==> src/rtl/wfq_ingress_framer_pkg.sv <==
// Shared definitions for the WFQ ingress framer: header field offsets,
// FSM state encoding and the default arrival spacing.
package wfq_ingress_framer_pkg;

    localparam int FLOWID_LSB              = 0;
    localparam int LEN_LSB                 = 16;
    localparam int DEFAULT_MIN_ARRIVAL_GAP = 16;

    typedef enum logic [1:0] {
        ST_IDLE    = 2'd0,
        ST_DATA    = 2'd1,
        ST_PAD     = 2'd2,
        ST_DISCARD = 2'd3
    } state_t;

endpackage

==> src/rtl/wfq_sat_counter.sv <==
// Event counter that sticks at all-ones instead of wrapping.
module wfq_sat_counter #(
    parameter int WIDTH = 16
) (
    input  logic             clk,
    input  logic             rst,
    input  logic             inc,
    output logic [WIDTH-1:0] count
);

    always_ff @(posedge clk) begin
        if (!rst) begin
            count <= '0;
        end else if (inc && (count != '1)) begin
            count <= count + 1'b1;
        end
    end

endmodule

==> src/rtl/wfq_ingress_framer.sv <==
// Ingress framer: parses packet headers, issues spaced arrival pulses and
// forwards exactly the declared number of words (padding or truncating).
module wfq_ingress_framer
    import wfq_ingress_framer_pkg::*;
#(
    parameter int PACKET_DATA_BITWIDTH = 64,
    parameter int PACKET_LEN_BITWIDTH  = 9,
    parameter int FLOWID_BITWIDTH      = 13,
    parameter int MIN_ARRIVAL_GAP      = DEFAULT_MIN_ARRIVAL_GAP,
    parameter int CNT_BITWIDTH         = 16
) (
    input  logic                            clk,
    input  logic                            rst,
    input  logic                            in_valid,
    output logic                            in_ready,
    input  logic                            in_sop,
    input  logic                            in_eop,
    input  logic [PACKET_DATA_BITWIDTH-1:0] in_data,
    output logic                            out_packet_arrival,
    output logic [PACKET_LEN_BITWIDTH-1:0]  out_packet_length,
    output logic [FLOWID_BITWIDTH-1:0]      out_flow_id,
    output logic                            out_data_arrival,
    output logic [PACKET_DATA_BITWIDTH-1:0] out_packet_data,
    output logic [CNT_BITWIDTH-1:0]         out_pkt_cnt,
    output logic [CNT_BITWIDTH-1:0]         out_err_cnt
);

    localparam int GAP_W = (MIN_ARRIVAL_GAP > 2) ? $clog2(MIN_ARRIVAL_GAP) : 1;
    localparam logic [GAP_W-1:0] GAP_RELOAD = GAP_W'(MIN_ARRIVAL_GAP - 1);

    state_t                         state;
    state_t                         state_nxt;
    logic [PACKET_LEN_BITWIDTH-1:0] word_cnt;
    logic [GAP_W-1:0]               gap_cnt;

    logic                           accept;
    logic                           last_word;
    logic [PACKET_LEN_BITWIDTH-1:0] hdr_len;
    logic [FLOWID_BITWIDTH-1:0]     hdr_flow;

    logic hdr_take;
    logic fwd_word;
    logic pad_word;
    logic pkt_inc;
    logic err_inc;

    assign hdr_len  = in_data[LEN_LSB +: PACKET_LEN_BITWIDTH];
    assign hdr_flow = in_data[FLOWID_LSB +: FLOWID_BITWIDTH];

    assign in_ready = (state == ST_DATA) || (state == ST_DISCARD) ||
                      ((state == ST_IDLE) && (gap_cnt == '0));
    assign accept    = in_valid && in_ready;
    // out_packet_length doubles as the latched length of the current packet.
    assign last_word = ((word_cnt + 1'b1) == out_packet_length);

    // NOTE: sequential state uses non-blocking assignments so every register
    // samples pre-edge values regardless of process evaluation order.
    always_ff @(posedge clk) begin
        if (!rst) begin
            state <= ST_IDLE;
        end else begin
            state <= state_nxt;
        end
    end

    // NOTE: every combinational output gets a default first so no path
    // through the case statement leaves it unassigned and infers a latch.
    always_comb begin
        state_nxt = state;
        case (state)
            ST_IDLE: begin
                if (accept && in_sop && (hdr_len != '0)) state_nxt = ST_DATA;
            end
            ST_DATA: begin
                if (accept) begin
                    if (in_eop && last_word)  state_nxt = ST_IDLE;
                    else if (in_eop)          state_nxt = ST_PAD;
                    else if (last_word)       state_nxt = ST_DISCARD;
                end
            end
            ST_PAD: begin
                if (last_word) state_nxt = ST_IDLE;
            end
            ST_DISCARD: begin
                if (accept && in_eop) state_nxt = ST_IDLE;
            end
            default: state_nxt = ST_IDLE;
        endcase
    end

    always_comb begin
        hdr_take = 1'b0;
        fwd_word = 1'b0;
        pad_word = 1'b0;
        pkt_inc  = 1'b0;
        err_inc  = 1'b0;
        case (state)
            ST_IDLE: begin
                if (accept) begin
                    if (in_sop && (hdr_len != '0)) hdr_take = 1'b1;
                    else                           err_inc  = 1'b1;
                end
            end
            ST_DATA: begin
                if (accept) begin
                    fwd_word = 1'b1;
                    if (in_eop && last_word)              pkt_inc = 1'b1;
                    else if (in_eop || last_word)         err_inc = 1'b1;
                end
            end
            ST_PAD: begin
                pad_word = 1'b1;
                pkt_inc  = last_word;
            end
            ST_DISCARD: begin
                pkt_inc = accept && in_eop;
            end
            default: ;
        endcase
    end

    always_ff @(posedge clk) begin
        if (!rst) begin
            out_packet_arrival <= 1'b0;
            out_packet_length  <= '0;
            out_flow_id        <= '0;
            out_data_arrival   <= 1'b0;
            out_packet_data    <= '0;
            word_cnt           <= '0;
            gap_cnt            <= '0;
        end else begin
            out_packet_arrival <= hdr_take;
            out_data_arrival   <= fwd_word || pad_word;

            if (hdr_take) begin
                out_packet_length <= hdr_len;
                out_flow_id       <= hdr_flow;
                word_cnt          <= '0;
            end else if (fwd_word || pad_word) begin
                word_cnt <= word_cnt + 1'b1;
            end

            if (fwd_word)      out_packet_data <= in_data;
            else if (pad_word) out_packet_data <= '0;

            // Spacing timer runs in every state so it can expire during the packet.
            if (hdr_take)              gap_cnt <= GAP_RELOAD;
            else if (gap_cnt != '0)    gap_cnt <= gap_cnt - 1'b1;
        end
    end

    wfq_sat_counter #(.WIDTH(CNT_BITWIDTH)) u_pkt_cnt (
        .clk   (clk),
        .rst   (rst),
        .inc   (pkt_inc),
        .count (out_pkt_cnt)
    );

    wfq_sat_counter #(.WIDTH(CNT_BITWIDTH)) u_err_cnt (
        .clk   (clk),
        .rst   (rst),
        .inc   (err_inc),
        .count (out_err_cnt)
    );

endmodule

==> config.mk <==
export PLATFORM = sky130hd
export DESIGN_NAME = wfq_ingress_framer
export DESIGN_NICKNAME = d
export VERILOG_FILES = /design/src/rtl/wfq_ingress_framer_pkg.sv /design/src/rtl/wfq_sat_counter.sv /design/src/rtl/wfq_ingress_framer.sv
export SDC_FILE = /design/constraint.sdc
export NUM_CORES = 1
export LEC_CHECK = 0
export ABC_CLOCK_PERIOD_IN_PS = 4750
export CAP_MARGIN = 20
export CORE_MARGIN = 3
export CORE_UTILIZATION = 30
export CTS_CLUSTER_SIZE = 12
export DETAILED_ROUTE_END_ITERATION = 7
export PLACE_DENSITY = 0.6
export SLEW_MARGIN = 15
export SYNTH_ARGS = -nofsm -noshare
export SYNTH_HDL_FRONTEND = slang
export SYNTH_SLANG_ARGS = --single-unit
==> constraint.sdc <==
create_clock -name clk -period 4.75 [get_ports clk]
set_clock_uncertainty 0.05 [all_clocks]
set_input_delay 0.7125 -clock clk [delete_from_list [all_inputs] [get_ports clk]]
set_output_delay 0.7125 -clock clk [all_outputs]
set_load 0.01 [all_outputs]
; After elaboration in Yosys (flattened, before gate mapping)
; Cells that the tools add are included.
[word_totals]
register_bits = 135
in_bits = 69
output_inout_bits = 121
elab_cells = 74
[op_classes]
n_addsub = 4
eq_ne = 11
mux = 27
bitwise_logic = 1
reduce_logical = 21
[ops]
columns = cell, n
row1 = $mux W64, 2
row2 = $add A16 B1 Y16 const B, 2
row3 = $ne A16 B16 Y1 const B, 2
row4 = $mux W2, 7
row5 = $mux W1, 13
row6 = $add A9 B1 Y9 const B, 1
row7 = $eq A9 B9 Y1, 1
row8 = $logic_and A1 B1 Y1, 9
row9 = $reduce_bool A9 Y1, 1
row10 = $mux W4, 2
row11 = $pmux W2 S4, 1
row12 = $reduce_and A5 Y1, 1
row13 = $eq A2 B2 Y1 const B, 2
row14 = $logic_not A4 Y1, 1
row15 = $logic_or A1 B1 Y1, 4
row16 = $ne A2 B1 Y1 const B, 2
row17 = $ne A2 B2 Y1 const B, 2
row18 = $ne A4 B3 Y1 const B, 1
row19 = $reduce_bool A2 Y1, 2
row20 = $reduce_bool A4 Y1, 1
row21 = $sub A4 B1 Y4 const B, 1
row22 = $pmux W1 S3, 1
row23 = $eq A2 B1 Y1 const B, 1
row24 = $logic_not A2 Y1, 1
row25 = 3 further kinds, 3

; Logic depth before layout (Yosys ltp)
; Gate-level depths: netlist (run 1).
[depth]
ltp_word = 8
depth_mapped = 18
mapped_depth_nobuf = 15

; By module
; From an unflattened synthesis (run 1), not the netlist that was laid out.
[hier_totals]
hier_cells = 706
hier_area_um2 = 6108.4
[modules_own_cells]
columns = module, instances, cells_per_inst, area_each_um2, seq_area_each_um2
row1 = wfq_ingress_framer, 1, 512, 4434.3, 2062.0
row2 = wfq_sat_counter, 2, 97, 837.1, 320.3

; Least setup slack after synthesis (run 1)
; OpenSTA, ideal clock, no wires.
[synth_timing]
path_type = register -> register
startpoint = reg word_cnt[0]
endpoint = reg u_err_cnt.count[14]
setup_time_ns = 0.128
t_arrival_ns = 3.310
required_ns = 4.572
slack_ns = 1.262
path_stages_with_launch = 13
n_path_buf = 0
period_less_slack_ns = 3.488
path_cell_list = dfxtp_1 -> ha_1 -> or4b_1 -> a31o_1 -> and2_1 -> or4_4 -> ha_1 -> nand2_1 -> o31ai_1 -> nand4_1 -> nor4b_1 -> xnor2_1 -> nor2_1
[synth_via]
elab_chain_cells = 8
word_cells_on_any_way = 9
classes_between = 1 x add/sub / 1 x eq/ne / 4 x mux / 3 x reduce/logical
[synth_rtl]
columns = item, line_no
row1 = start: declaration, wfq_ingress_framer.sv:33  ; logic [PACKET_LEN_BITWIDTH-1:0] word_cnt;
row2 = start signal: assignment, wfq_ingress_framer.sv:140  ; word_cnt <= word_cnt + 1'b1;
row3 = $add A9 B1 Y9 *, wfq_ingress_framer.sv:54  ; assign last_word = ((word_cnt + 1'b1) == out_packet_length);
row4 = $eq A9 B9 Y1 *, wfq_ingress_framer.sv:54
row5 = $logic_or A1 B1 Y1, wfq_ingress_framer.sv:108  ; else if (in_eop || last_word) err_inc = 1'b1;
row6 = $mux W1, wfq_ingress_framer.sv:108
row7 = $mux W1 *, wfq_ingress_framer.sv:107  ; if (in_eop && last_word) pkt_inc = 1'b1;
row8 = $mux W1 *, wfq_ingress_framer.sv:105  ; if (accept) begin
row9 = $pmux W1 S2 *, wfq_ingress_framer.sv:97  ; case (state)
row10 = $logic_and A1 B1 Y1 *, wfq_sat_counter.sv:14  ; end else if (inc && (count != '1)) begin
row11 = end signal: assignment, wfq_sat_counter.sv:15  ; count <= count + 1'b1;
row12 = end: declaration, wfq_sat_counter.sv:8  ; output logic [WIDTH-1:0] count
; Mark *: on every way between the ends. The rest lies on a longest branch, timed or not.
; A chain may end at the register's enable or synchronous reset.

; Worst setup path after layout (run 1)
; Ends and elaborated chain as after synthesis.

==> out/metrics.yaml, run 1 <==
slew_headroom: 0.374
p_leak_nw: 2.81
grt_max_degree: 83
critPathArrivalTime_ns: 4.14
synth_area_um2: 5800
r2r_cells: 13
cpMaxStageDelayCell: "or4_4"
synthArstFlopShare: 0
crit_type: "reg -> reg"
firstDrtPassIters: 4
viasPerCell: 4.82
drt_iter0_markers: 372
hp-class: "reg -> reg"
grt_pass1_vias: 5325
start_util: 0.308
die_y_um: 145
path_max_fanout: 8
synthToLayoutAreaGrowth_pct: 46.3
ir_drop_mv: 0.286
rows: 50
pin_count: 190
status: "finished clean"
finalSetupViolCount: 0
worst_pin_slew_ns: 0.932
crit_chain: "ha_1 > nand4b_1 > a211oi_1 > o21ai_0 > or3_1 > or4_4 > ha_1 > nand2_1 > o31ai_1 > nand4_1 > nor4b_1 > xnor2_1 > nor2_1"
ys_seq_area_frac: 0.466
hold_slack_ns: 0.404
finalSetupTns_ns: 0
synth_nets: 802
end_kind: "register"
die_w_um: 145
synth-edff-count: 0
reg2reg_setup_slack_ns: 0.84
finalPower_mw: 3.22
startpoint: "word_cnt[0]$_SDFFE_PP0P_"
numCtsBuffers: 17
netlist_instances: 727
cp_data_required_time_ns: 4.98
setup_ws_ns: 0.841
cts-htree-levels: 4
antenna-diode-count: 0
antenna_left: 0
dieArea_um2: 21000
root_buffer: "clkbuf_16"
crit_top_cell: "ha_1"
ys_ff_latch: 135
post_cts_buffers: 0
grt_overflow: 0
path_clk_slew_ns: 0.06
finalHoldViolations: 0
fmax_mhz: 256
avgSynthCellArea_um2: 7.97
place_ws_ns: 0.877
dp.cells: 1133
grt_pass1_wl_um: 27900
start_kind: "register"
cp-endpoint: "u_err_cnt.count[14]$_SDFFE_PN0P_"
grt_antenna_before_repair: 0
cts.sinks: 135
clkLatencyLatePin_ns: 0.42
place_hpwl_um: 11800
portBuffers: 189
synth.distinct_cells: 56
synth_warnings: 0
power_density_nw_per_um2: 379
routedWlPerCell_um: 15.0
nNetsFinal: 967
grt.total_usage: 0.162
ys.flop_type: "dfxtp_1"
rsz0062_at_grt: "no"
rr_endpoint: "u_err_cnt.count[14]$_SDFFE_PN0P_"
slew_violations: 0
r2r_start: "word_cnt[0]$_SDFFE_PP0P_"
cts_buffer_depth: 2
drive_above_1_share: 0.0608
gp_congestion: 0.821
routed_wirelength_um: 17500
ctsResizeCount: 0
via_count: 5610
fin_crit_sh: 0.823
min_period_ns: 3.91
cap_viol_max_count: 0
drc_errors: 0
instances_no_fill: 1165
crit_path_max_incr_delay_ns: 0.52
cts_hold_buffers: 0
core_area_um2: 18800
cts_tree: "yes"
==> metrics by stage <==
step	cell area, µm²	utilization
after floorplan	5800	-
final	8480	0.450
after detailed placement	7890	0.419
after CTS	8480	0.450
after global placement	7890	0.419
after global routing	8480	0.450
==> cells in the final DEF, fill, tap and decap left out, types with 4 or more instances in the layout <==
cell type,instances
nand4_1,9
or3_1,13
mux2i_1,6
a21oi_1,113
xnor2_1,18
o21ai_0,18
buf_4,6
nand2b_1,7
xor2_1,10
nor2_1,37
nand2_1,135
clkbuf_16,17
ha_1,6
inv_1,16
and4_1,5
clkdlybuf4s50_1,189
nor3_1,8
dfxtp_1,135
and3_1,4
nand3_1,78
nor4_1,5
==> report_power, final <==
group / internal [mW] / switching, mW
clock: 0.817 / 0.512
sequential: 1.21 / 0.0592
combinational: 0.294 / 0.325
total: 2.32 / 0.895
==> critical path, delay by kind of cell, from the launching register on <==
| family | cells | cell delay, ns |
|---|---|---|
| compound gates | 3 | 0.58 |
| fa+ha+maj | 2 | 0.61 |
| simple gates | 7 | 1.93 |
| flops | 1 | 0.44 |
| xor+xnor | 1 | 0.16 |
==> how the worst min path moves through the flow <==
stage	slack, ns	startpoint	to	cells after the start
global placement	0.39	out_flow_id[6]$_SDFFE_PN0P_	out_flow_id[6]$_SDFFE_PN0P_	2
global route	0.43	out_flow_id[6]$_SDFFE_PN0P_	out_flow_id[6]$_SDFFE_PN0P_	2
floorplan	0.41	gap_cnt[2]$_SDFFE_PN0P_	gap_cnt[2]$_SDFFE_PN0P_	2
finish	0.40	out_flow_id[6]$_SDFFE_PN0P_	out_flow_id[6]$_SDFFE_PN0P_	2
CTS	0.40	out_flow_id[6]$_SDFFE_PN0P_	out_flow_id[6]$_SDFFE_PN0P_	2
detailed placement	0.40	out_flow_id[8]$_SDFFE_PN0P_	out_flow_id[8]$_SDFFE_PN0P_	2
==> cells in the mapped netlist, types with 10 or more instances <==
cell,n,area share
inv_1,16,0.010
or3_1,14,0.015
xor2_1,10,0.015
nand2_1,136,0.088
nor2_1,37,0.024
xnor2_1,18,0.027
o21ai_0,18,0.016
clkbuf_1,39,0.025
nand3_1,78,0.067
a21oi_1,113,0.098
dfxtp_1,135,0.47
==> flip-flops by register name, summed over array words and instances (netlist names), 2 cells and up <==
signal             flops
out_flow_id           13
state                  2
u_err_cnt.count       16
word_cnt               9
out_packet_length      9
out_packet_data       64
u_pkt_cnt.count       16
gap_cnt                4
==> final cells by class <==
cell class	count	area, µm²
clock inverters	10	120
fillers	1902	10300
well taps	260	325
multi-input cells	525	2840
clock buffers	22	474
flip-flops and latches	135	2700
repair buffers	196	1960
inverters	17	65.1
==> metal layers <==
layer  wire (µm)  global-route usage  vias to the layer above
li1            -                   -                     2859
met1        7550               0.199                     2585
met2        7980               0.255                      151
met3        1710              0.0778                       15
met5           0                   0                        -
met4         219              0.0451                        0
==> cell families after synthesis <==
logic type | share of synthesized area
AOI/OAI and AO/OA | 0.156
xor gates and xnor gates | 0.0423
adders and majority gates | 0.0130
buffers and inverters | 0.0464
DFF | 0.466
muxes | 0.0130
and+or+nand+nor | 0.263
No activity file was read; power rests on OpenSTA's default activity.
==> run 2, diff against run 1 <==
--- a/config.mk
+++ b/config.mk
@@ -5,13 +5,13 @@
 export SDC_FILE = /design/constraint.sdc
 export NUM_CORES = 1
 export LEC_CHECK = 0
-export ABC_CLOCK_PERIOD_IN_PS = 4750
+export ABC_CLOCK_PERIOD_IN_PS = 3400
 export CAP_MARGIN = 20
 export CORE_MARGIN = 3
 export CORE_UTILIZATION = 30
 export CTS_CLUSTER_SIZE = 12
 export DETAILED_ROUTE_END_ITERATION = 7
-export PLACE_DENSITY = 0.6
+export PLACE_DENSITY = 0.62
 export SLEW_MARGIN = 15
 export SYNTH_ARGS = -nofsm -noshare
 export SYNTH_HDL_FRONTEND = slang
==> constraint.sdc (replaced) <==
create_clock -name clk -period 3.4 [get_ports clk]
set_clock_uncertainty 0.05 [all_clocks]
set_input_delay 0.51 -clock clk [delete_from_list [all_inputs] [get_ports clk]]
set_output_delay 0.51 -clock clk [all_outputs]
set_load 0.01 [all_outputs]
==> out/metrics.yaml, run 2 (synthesis gave the netlist of run 1 again) <==
grt_overflow: 0
clockPowerShare: 0.422
cpMaxStageDelayCell: "or4_4"
status: "finished, violations left"
hp-class: "reg -> reg"
grt_antenna_before_repair: 0
cts_hold_buffers: 0
regMostFlops: "out_packet_data"
setup_ws_ns: -0.0223
routedWlPerCell_um: 15.2
pin_count: 190
multiInputGateArea_um2: 3130
fillers: 1829
crit_type: "reg -> reg"
finalSetupTns_ns: -0.0825
start_util: 0.308
cts_tree: "yes"
ir_drop_mv: 0.322
antenna_left: 0
cp_data_required_time_ns: 3.69
cts_buffer_depth: 2
fin_util: 0.487
power_switching_mw: 1.28
critPathArrivalTime_ns: 3.71
portBuffers: 189
core_area_um2: 18800
p_comb_frac: 0.204
start_kind: "register"
root_buffer: "clkbuf_16"
drive_above_1_share: 0.136
finalHoldViolations: 0
min_period_ns: 3.42
cts-htree-levels: 4
fin_crit_sh: 1.01
largestRegisters: "out_packet_data x64, u_err_cnt.count x16, u_pkt_cnt.count x16"
clkLatencyLatePin_ns: 0.41
power_frac_seq: 0.373
crit_path_max_incr_delay_ns: 0.57
rows: 50
firstDrtPassIters: 4
largest_register_ffs: 64
grt.total_usage: 0.171
seq_area_um2: 2710
gp_congestion: 0.837
numCtsBuffers: 17
switching_share: 0.270
grt_max_degree: 117
synthToLayoutAreaGrowth_pct: 58.3
die_y_um: 145
nNetsFinal: 1011
internal_power_mw: 3.47
routed_wirelength_um: 18300
final_cell_mix: "clkdlybuf4s50_1 (189), nand2_1 (134), dfxtp_1 (132), a21oi_1 (110), nand3_1 (76)"
drc_errors: 0
cts.sinks: 135
grt_pass1_vias: 5727
p_leak_nw: 3.08
fmax_mhz: 292
die_w_um: 145
timing.critical_path.buf_inv: 3
dieArea_um2: 21000
grt_pass1_wl_um: 29600
cap_viol_max_count: 0
violations: "negative setup slack"
antenna-diode-count: 0
drt_iter0_markers: 336
crit_chain: "buf_6 > and3_4 > nand2_2 > mux2_4 > or3_1 > or4_4 > inv_2 > ha_4 > mux2i_1 > nor2_1 > inv_1 > a31oi_4 > a21oi_4 > or3_1 > a21oi_2"
via_count: 5885
layout_commonest_cell: "clkdlybuf4s50_1"
power_density_nw_per_um2: 519
crit_family: "simple AND/OR/NAND/NOR gates"
crit_top_cell: "or3_1"
path_max_fanout: 5
finalSetupViolCount: 6
slew_headroom: 0.138
rsz0062_at_grt: "yes"
hold_slack_ns: 0.404
end_kind: "register"
path_clk_slew_ns: 0.06
worst_pin_slew_ns: 1.28
slew_violations: 0
place_hpwl_um: 12000
viasPerCell: 4.87
## run 2: path summary, 6_finish.rpt
| check | from | end | slack, ns | cells past startpoint |
|---|---|---|---|---|
| worst min-delay path | out_flow_id[11]$_SDFFE_PN0P_ | out_flow_id[11]$_SDFFE_PN0P_ | 0.40 | 2 |
| worst max-delay path | word_cnt[0]$_SDFFE_PP0P_ | u_pkt_cnt.count[2]$_SDFFE_PN0P_ | -0.02 | 15 |
| worst min register to register | out_flow_id[11]$_SDFFE_PN0P_ | out_flow_id[11]$_SDFFE_PN0P_ | 0.40 | 2 |
| worst max register to register | word_cnt[0]$_SDFFE_PP0P_ | u_pkt_cnt.count[2]$_SDFFE_PN0P_ | -0.02 | 15 |
## run 2: metrics by stage
step | cells | power [mW] | setup WS (ns) | instance area, µm²
5_1_grt | 1209 | 4.99 | -0.179 | 9180
3_3_place_gp | 1166 | 2.72 | -0.149 | 8170
3_5_place_dp | 1166 | 2.74 | -0.252 | 8170
2_1_floorplan | 727 | 2.27 | 0.00282 | 5820
6_report | 1209 | 4.76 | -0.0223 | 9180
4_1_cts | 1207 | 4.80 | -0.0427 | 8990
## run 2: layer usage
metal,track usage,vias to the layer above,part of all wire
li1,-,2940,-
met1,0.201,2778,0.42
met2,0.282,151,0.48
met3,0.0750,16,0.081
met4,0.0542,0,0.014
met5,0,-,0
## run 2: layout make-up
type	count	share of cell area
Timing Repair Buffer	238	0.251
Clock inverter	10	0.0181
Tap cell	260	0.0355
Multi-Input combinational cell	527	0.341
Sequential cell	135	0.295
Inverter	17	0.00709
Clock buffer	22	0.0528
## run 2: power groups by stage
stage          Clock (mW)  Sequential (mW)  Combinational [mW]
4_1_cts              2.07             1.78               0.956
2_1_floorplan           0             1.83               0.435
3_3_place_gp            0             1.80               0.921
3_5_place_dp            0             1.81               0.929
5_1_grt              2.13             1.79                1.07
6_report             2.01             1.78               0.973
## run 2: what timing repair did
action / in CTS / in global routing
gates cloned: 2 / 0
buffers inserted: 8 / 4
setup endpoints to repair: 25 / 31
resized for setup: 21 / 29
pin swaps: 20 / 11
endpoints found under the hold margin: 0 / 0
## run 2: tightest hold or removal path, cell delays in order (launching register included)
cell     delay, ns
dfxtp_1       0.31
nand2_1       0.05
a21oi_1       0.05
==> run 3, diff against run 2 <==
--- a/config.mk
+++ b/config.mk
@@ -11,6 +11,7 @@
 export CORE_UTILIZATION = 30
 export CTS_CLUSTER_SIZE = 12
 export DETAILED_ROUTE_END_ITERATION = 7
+export MAX_ROUTING_LAYER = met4
 export PLACE_DENSITY = 0.62
 export SLEW_MARGIN = 15
 export SYNTH_ARGS = -nofsm -noshare
==> out/metrics.yaml, run 3 (synthesis gave the netlist of run 1 again) <==
hp-class: "reg -> reg"
grt_antenna_before_repair: 0
routedWlPerCell_um: 15.1
start_kind: "register"
grt_overflow: 0
synthToLayoutAreaGrowth_pct: 58.3
cts-htree-levels: 4
worst_pin_slew_ns: 1.29
grt_pass1_wl_um: 29500
root_buffer: "clkbuf_16"
grt_pass1_vias: 5750
gp_congestion: 0.850
layout_commonest_cell: "clkdlybuf4s50_1"
nNetsFinal: 1011
place_hpwl_um: 12000
largestRegisters: "out_packet_data x64, u_err_cnt.count x16, u_pkt_cnt.count x16"
cts_buffer_depth: 2
drc_errors: 0
ir_drop_mv: 0.323
setup_ws_ns: -0.0223
largest_register_ffs: 64
path_max_fanout: 5
cts_tree: "yes"
min_period_ns: 3.42
slew_headroom: 0.133
die_w_um: 145
final_cell_mix: "clkdlybuf4s50_1 (189), nand2_1 (134), dfxtp_1 (132), a21oi_1 (110), nand3_1 (76)"
path_clk_slew_ns: 0.06
drt_iter0_markers: 319
cp_data_required_time_ns: 3.69
finalSetupViolCount: 6
fin_crit_sh: 1.01
fin_util: 0.487
instances_no_fill: 1209
fmax_mhz: 292
dieArea_um2: 21000
routed_wirelength_um: 18300
finalHoldViolations: 0
start_util: 0.308
portBuffers: 189
place_ws_ns: -0.252
grt_max_degree: 117
rows: 50
fillers: 1829
cts.sinks: 135
antenna_left: 0
pin_count: 190
die_y_um: 145
numCtsBuffers: 17
cts_hold_buffers: 0
antenna-diode-count: 0
dp.cells: 1166
firstDrtPassIters: 4
power_density_nw_per_um2: 519
viasPerCell: 4.87
drive_above_1_share: 0.136
core_area_um2: 18800
critPathArrivalTime_ns: 3.71
violations: "negative setup slack"
regMostFlops: "out_packet_data"
crit_type: "reg -> reg"
grt.total_usage: 0.176
slew_violations: 0
cap_viol_max_count: 0
status: "finished, violations left"
via_count: 5882
p_leak_nw: 3.08
end_kind: "register"
rsz0062_at_grt: "yes"
clkLatencyLatePin_ns: 0.41
==> run 3: cell counts in the layout (fill, tap and decap cells not counted) <==
Identical to the previous run, type by type.
==> run 3: metrics by stage <==
step                hold WS, ns  total power [mW]  TNS, ns  instance area (µm²)
floorplan                 0.408              2.27        0                 5820
global placement          0.392              2.72    -1.83                 8170
detailed placement        0.400              2.74    -3.78                 8170
CTS                       0.409              4.80   -0.246                 8990
global route              0.426              5.00    -2.15                 9180
finish                    0.404              4.76  -0.0829                 9180
==> run 3: cell type report <==
cell class | instances | area [µm²] | area share
clock inverters | 10 | 166 | 0.0181
multi-input cells | 527 | 3130 | 0.341
repair buffers | 238 | 2300 | 0.251
inverters | 17 | 65.1 | 0.00709
clock buffers | 22 | 484 | 0.0528
well taps | 260 | 325 | 0.0355
flip-flops and latches | 135 | 2710 | 0.295
==> run 3: routing by layer <==
layer | up-vias | GRT usage | part of all wire
li1 | 2941 | - | -
met1 | 2752 | 0.210 | 0.43
met2 | 178 | 0.281 | 0.48
met3 | 11 | 0.0646 | 0.074
met4 | 0 | 0.0527 | 0.012
met5 | - | - | 0
==> run 3: report_power, final <==
group          internal [mW]  switching (mW)  leakage, nW
registers               1.69          0.0816         1.09
logic                  0.470           0.503         1.68
clock network           1.31           0.700        0.313
total                   3.47            1.28         3.08
==> run 3: worst paths after layout <==
path	from	end	slack, ns	cells after the start
setup / recovery	word_cnt[0]$_SDFFE_PP0P_	u_pkt_cnt.count[2]$_SDFFE_PN0P_	-0.02	15
hold / removal	out_flow_id[11]$_SDFFE_PN0P_	out_flow_id[11]$_SDFFE_PN0P_	0.40	2
setup reg to reg	word_cnt[0]$_SDFFE_PP0P_	u_pkt_cnt.count[2]$_SDFFE_PN0P_	-0.02	15
hold reg to reg	out_flow_id[11]$_SDFFE_PN0P_	out_flow_id[11]$_SDFFE_PN0P_	0.40	2
==> run 3: what timing repair did <==
action                                  in CTS  in global routing
setup buffers                                8                  4
endpoints found under the setup margin      25                 31
resized for setup                           21                 29
gates cloned                                 2                  0
pin swaps                                   20                 11
==> run 3: critical path: stages (launching register included) <==
cell and delay, ns:
dfxtp_4 0.37, buf_6 0.10, and3_4 0.20, nand2_2 0.06
mux2_4 0.29, or3_1 0.37, or4_4 0.57, inv_2 0.08
ha_4 0.12, mux2i_1 0.06, nor2_1 0.14, inv_1 0.10
a31oi_4 0.26, a21oi_4 0.07, or3_1 0.39, a21oi_2 0.12
